[src/rtl/window_extrema_tracker.sv]
// window_extrema_tracker
// Tracks min, max and rising-step count over fixed windows of WINDOW unsigned
// samples, presenting each completed window's results on a valid/ready output.
// Optional feature macro: WINDOW_INDEX_EN adds min_idx/max_idx tracking ports.
module window_extrema_tracker #(
  parameter int DATA_WIDTH = 8,
  parameter int WINDOW     = 16,
  localparam int CNT_WIDTH = $clog2(WINDOW + 1),
  localparam int IDX_WIDTH = $clog2(WINDOW)
) (
  input  logic                  clock,
  input  logic                  reset,
  input  logic [DATA_WIDTH-1:0] in_data,
  input  logic                  in_valid,
  output logic                  in_ready,
  output logic                  out_valid,
  input  logic                  out_ready,
  output logic [DATA_WIDTH-1:0] min_out,
  output logic [DATA_WIDTH-1:0] max_out,
`ifdef WINDOW_INDEX_EN
  output logic [IDX_WIDTH-1:0]  min_idx,
  output logic [IDX_WIDTH-1:0]  max_idx,
`endif
  output logic [CNT_WIDTH-1:0]  rise_count
);

  typedef enum logic {ACCUM = 1'b0, HOLD = 1'b1} state_t;

  localparam logic [IDX_WIDTH-1:0] LAST_POS = IDX_WIDTH'(WINDOW - 1);

  state_t state_reg, state_next;

  logic [DATA_WIDTH-1:0] run_min_reg, run_max_reg, prev_reg;
  logic [CNT_WIDTH-1:0]  run_rise_reg;
  logic [IDX_WIDTH-1:0]  cnt_reg;

  logic [DATA_WIDTH-1:0] run_min_next, run_max_next;
  logic [CNT_WIDTH-1:0]  run_rise_next;
  logic                  accept, first, last, lt_min, gt_max, gt_prev;

`ifdef WINDOW_INDEX_EN
  logic [IDX_WIDTH-1:0]  min_idx_reg, max_idx_reg;
  logic [IDX_WIDTH-1:0]  min_idx_next, max_idx_next;
`endif

  assign accept  = in_valid && (state_reg == ACCUM);
  assign first   = (cnt_reg == '0);
  assign last    = (cnt_reg == LAST_POS);
  // Strict compares: ties leave min/max (and their indices) untouched.
  assign lt_min  = in_data < run_min_reg;
  assign gt_max  = in_data > run_max_reg;
  assign gt_prev = in_data > prev_reg;

  // Running values including the sample currently offered.
  always_comb begin
    run_min_next  = run_min_reg;
    run_max_next  = run_max_reg;
    run_rise_next = run_rise_reg;
    if (first) begin
      run_min_next  = in_data;
      run_max_next  = in_data;
      run_rise_next = '0;
    end else begin
      if (lt_min) run_min_next = in_data;
      if (gt_max) run_max_next = in_data;
      run_rise_next = run_rise_reg + {{(CNT_WIDTH-1){1'b0}}, gt_prev};
    end
  end

`ifdef WINDOW_INDEX_EN
  // Index of the most recent min/max update within the window.
  always_comb begin
    min_idx_next = min_idx_reg;
    max_idx_next = max_idx_reg;
    if (first) begin
      min_idx_next = '0;
      max_idx_next = '0;
    end else begin
      if (lt_min) min_idx_next = cnt_reg;
      if (gt_max) max_idx_next = cnt_reg;
    end
  end
`endif

  // State register.
  always_ff @(posedge clock) begin
    if (reset) state_reg <= ACCUM;
    else       state_reg <= state_next;
  end

  // Next-state: leave ACCUM on the last sample, leave HOLD when the result is taken.
  always_comb begin
    state_next = state_reg;
    case (state_reg)
      ACCUM:   if (accept && last) state_next = HOLD;
      HOLD:    if (out_ready)      state_next = ACCUM;
      default: state_next = ACCUM;
    endcase
  end

  // Handshake outputs decoded from state only.
  always_comb begin
    in_ready  = (state_reg == ACCUM);
    out_valid = (state_reg == HOLD);
  end

  // Running registers and sample counter; results latched at window end.
  always_ff @(posedge clock) begin
    if (reset) begin
      run_min_reg  <= '0;
      run_max_reg  <= '0;
      prev_reg     <= '0;
      run_rise_reg <= '0;
      cnt_reg      <= '0;
      min_out      <= '0;
      max_out      <= '0;
      rise_count   <= '0;
`ifdef WINDOW_INDEX_EN
      min_idx_reg  <= '0;
      max_idx_reg  <= '0;
      min_idx      <= '0;
      max_idx      <= '0;
`endif
    end else if (accept) begin
      run_min_reg  <= run_min_next;
      run_max_reg  <= run_max_next;
      prev_reg     <= in_data;
      run_rise_reg <= run_rise_next;
      cnt_reg      <= last ? '0 : cnt_reg + IDX_WIDTH'(1);
`ifdef WINDOW_INDEX_EN
      min_idx_reg  <= min_idx_next;
      max_idx_reg  <= max_idx_next;
`endif
      if (last) begin
        min_out    <= run_min_next;
        max_out    <= run_max_next;
        rise_count <= run_rise_next;
`ifdef WINDOW_INDEX_EN
        min_idx    <= min_idx_next;
        max_idx    <= max_idx_next;
`endif
      end
    end
  end

endmodule

[config.mk]
export PLATFORM = sky130hd
export DESIGN_NAME = window_extrema_tracker
export DESIGN_NICKNAME = d
export VERILOG_FILES = /design/src/rtl/window_extrema_tracker.sv
export SDC_FILE = /design/constraint.sdc
export NUM_CORES = 1
export LEC_CHECK = 0
export CAP_MARGIN = 40
export CORE_MARGIN = 2
export CORE_UTILIZATION = 45
export CTS_BUF_LIST = sky130_fd_sc_hd__clkbuf_4 sky130_fd_sc_hd__clkbuf_8 sky130_fd_sc_hd__clkbuf_16
export DETAILED_ROUTE_END_ITERATION = 16
export GPL_ROUTABILITY_DRIVEN = 0
export PLACE_DENSITY = 0.66
export SLEW_MARGIN = 5
export SYNTH_ARGS = -nofsm -noshare
export SYNTH_HDL_FRONTEND = slang
export SYNTH_SLANG_ARGS = --single-unit
export TNS_END_PERCENT = 5
[constraint.sdc]
create_clock -name clock -period 2.65 [get_ports clock]
set_input_delay 0.265 -clock clock [delete_from_list [all_inputs] [get_ports clock]]
set_output_delay 0.265 -clock clock [all_outputs]
set_load 0.02 [all_outputs]
==> results_dict.tcl <==
set metrics [dict create \
    postLayoutCoreUtil_pct 55.5 \
    initial_core_util_pct 46.6 \
    worstPathCellList "clkdlybuf4s50_1 -> ha_1 -> nor2b_1 -> o21a_1 -> o21ai_2 -> a21oi_1 -> o22a_1 -> ha_1 -> ha_1 -> buf_4 -> nor4b_1 -> a21oi_1 -> nor2_1" \
    drc 0 \
    worst_r2r_path_depth 13 \
    hold_start "prev_reg[2]" \
    dieArea_sq_mm 0.00725 \
    rr_startpoint "prev_reg[1]" \
    fp.coreArea_sq_mm 0.00635 \
    grt_remaining_overflow 0 \
    path_clk_slew_ns 0.10 \
    cts_max_path_buffers 2 \
    synth_edf_count 0 \
    io_pins 35 \
    synth_xor_area_share_pct 1.48 \
    endpoint "run_rise_reg[2]" \
    clk_latency_ns 0.30 \
    grt_antenna_before_repair 0 \
    wirelength_um 6820 \
    critPathMaxStageDelay_ns 0.51 \
    yosysWarnings 0 \
    startpoint "in_data[1]" \
    hold_violations 0 \
    ctsRootBufferMaster "clkbuf_8" \
    final_cell_mix "55 x dfxtp_1, 41 x nand2_1, 33 x clkdlybuf4s50_1, 32 x nor2_1" \
    synthToLayoutAreaGrowth_pct 19.1 \
    worstSetupEndpointType "flop" \
    path_delay_family "compound AO/OA/AOI/OAI gates" \
    die_h_um 85.1 \
    synthFlopType "dfxtp_1" \
    synth.area.mux_share_pct 5.41 \
    hold_path.class "reg -> reg" \
    rows 29 \
    reg2reg_to "run_rise_reg[2]" \
    fin_crit_ns 2.42 \
    max_cap_violations 0 \
    reg2reg_slack_ns 0.27 \
    wire_per_inst_um 14.7 \
    start_kind "input port" \
    synth-simple-area-share_pct 22.1 \
    syn-num-nets 389 \
    synth_adder_area_share_pct 11.4 \
    setup-violations-final 0 \
    cpMostUsedCell "ha_1" \
    grt_pass1_vias 2417 \
    cts_hold_buf 0 \
    synth_cell_type_count 41 \
    path_max_fanout 3 \
    cts_tree "yes" \
    antenna_left 0 \
    clkSinkCount 55 \
    synth_compound_gate_area_share_pct 15.8 \
    grt_usage_pct 19.7 \
    power_density_mw_per_mm2 476 \
    rsz0062_at_grt "false" \
    fmax_ghz 0.413 \
    multi_input_area_sq_mm 0.00167 \
    cts_inserted_buffers 5 \
    skew_ns 0.00487 \
    cp_num_buf_inv 2 \
    die_w_um 85.1 \
    drv_slew 0 \
    regArea_sq_mm 0.00110 \
    status "finished, final reports clean" \
    antenna_cells 0 \
    yosysSeqAreaShare_pct 37.2 \
    avgSynthCellArea_sq_um 8.46 \
    cts_resized 0 \
    synth_seq_cells 55 \
    leakage_nw 1.31 \
    synthArstFlopShare_pct 0 \
    nNetsFinal 425 \
    first_iter_violations 111 \
    stdcell_count 464 \
    dp.final_hpwl_um 5040 \
    numPortBuffers 34 \
    vias 2480 \
    path_depth 13 \
    fillers 606 \
    crit_arrival_ns 2.59 \
    period_share_pct 91.5 \
    grt_pass1_wl_um 11500 \
    cp_slowest_cell "clkdlybuf4s50_1" \
    irDropWorstVdd_mv 0.461 \
    worstPathRequired_ns 2.82 \
    h-tree-depth 2 \
    drive_above_1_share_pct 7.75 \
    place_inst 456 \
    first_pass_iters 4 \
    slew-limit-headroom_pct 42.7 \
    worst_pin_slew_ns 0.860 \
    synth_top_family_by_area "simple AND/OR/NAND/NOR gates" \
    grt_start_max_net_pins 57 \
    postCtsSetupRepairBufs 0 \
    path_class "in -> reg" \
    post_drt_via_cell_ratio 5.34 \
    syn_inst 350 \
    layout_commonest_cell "dfxtp_1" \
    netlist_area_sq_mm 0.00296 \
]
-- cell type report --
cell class | instances | area share [%]
Multi-Input combinational cell | 247 | 47.3
Sequential cell | 55 | 31.2
Timing Repair Buffer | 50 | 13.3
Inverter | 27 | 2.87
Tap cell | 77 | 2.73
Clock buffer | 7 | 2.38
Clock inverter | 1 | 0.248
-- per-stage QoR --
step | TNS, ns | power [mW] | worst slack, ns | area (sq um) | hold WS, ns
floorplan | 0 | 1.11 | 0.462 | 2960 | 0.401
global placement | -0.392 | 1.20 | -0.132 | 3430 | 0.442
detailed placement | -0.631 | 1.21 | -0.153 | 3430 | 0.449
CTS | 0 | 1.70 | 0.167 | 3520 | 0.464
global route | 0 | 1.77 | 0.0195 | 3530 | 0.480
finish | 0 | 1.68 | 0.226 | 3530 | 0.461
-- worst min path at each step --
stage / endpoint / slack [ns] / depth (start not counted)
after floorplan: prev_reg[1] / 0.40 / 2
after global placement: prev_reg[3] / 0.44 / 2
after detailed placement: rise_count[3] / 0.45 / 2
after CTS: prev_reg[2] / 0.46 / 2
after global routing: prev_reg[4] / 0.48 / 2
final: prev_reg[2] / 0.46 / 2
-- metal layers --
metal | track usage, % | share of wire (%)
met5 | 0 | 0
met4 | 5.48 | 0.95
met3 | 3.60 | 3.5
met2 | 32.6 | 47
met1 | 26.4 | 48
-- power breakdown --
| part | internal (mW) | total [mW] | switching (mW) |
|---|---|---|---|
| Clock | 0.212 | 0.488 | 0.276 |
| Sequential | 0.858 | 0.885 | 0.0276 |
| Combinational | 0.126 | 0.304 | 0.178 |
-- worst reg2reg max path: cells and delay by family, from the launching register on --
kind | cells | cell delay [ns]
adders and majority gates | 3 | 0.70
and+or+nand+nor | 3 | 0.33
buffers and inverters | 2 | 0.18
DFF | 1 | 0.34
AOI/OAI and AO/OA | 5 | 0.70
-- synthesized netlist by cell type (all sizes together) (4+ instances only) --
master | number | share of area, %
nor4 | 16 | 3.4
nand3 | 4 | 0.68
buf | 9 | 1.7
clkbuf | 12 | 1.5
a2111oi | 17 | 6.0
nand4 | 5 | 1.1
ha | 27 | 11
a21oi | 29 | 5.0
nand2b | 28 | 5.9
nand2 | 41 | 5.2
dfxtp | 55 | 37
inv | 27 | 3.4
mux2i | 16 | 5.4
o21ai | 7 | 1.3
nor2 | 32 | 4.1
-- kinds of logic after synthesis --
group | after synthesis
multiplexers | 16
XOR/XNOR | 5
AND/OR/NAND/NOR | 134
flip-flops | 55
adder cells (fa/ha/maj) | 27
AO/OA/AOI/OAI | 65
buffers and inverters | 48
Note: power is estimated with default switching activity, not from simulation.
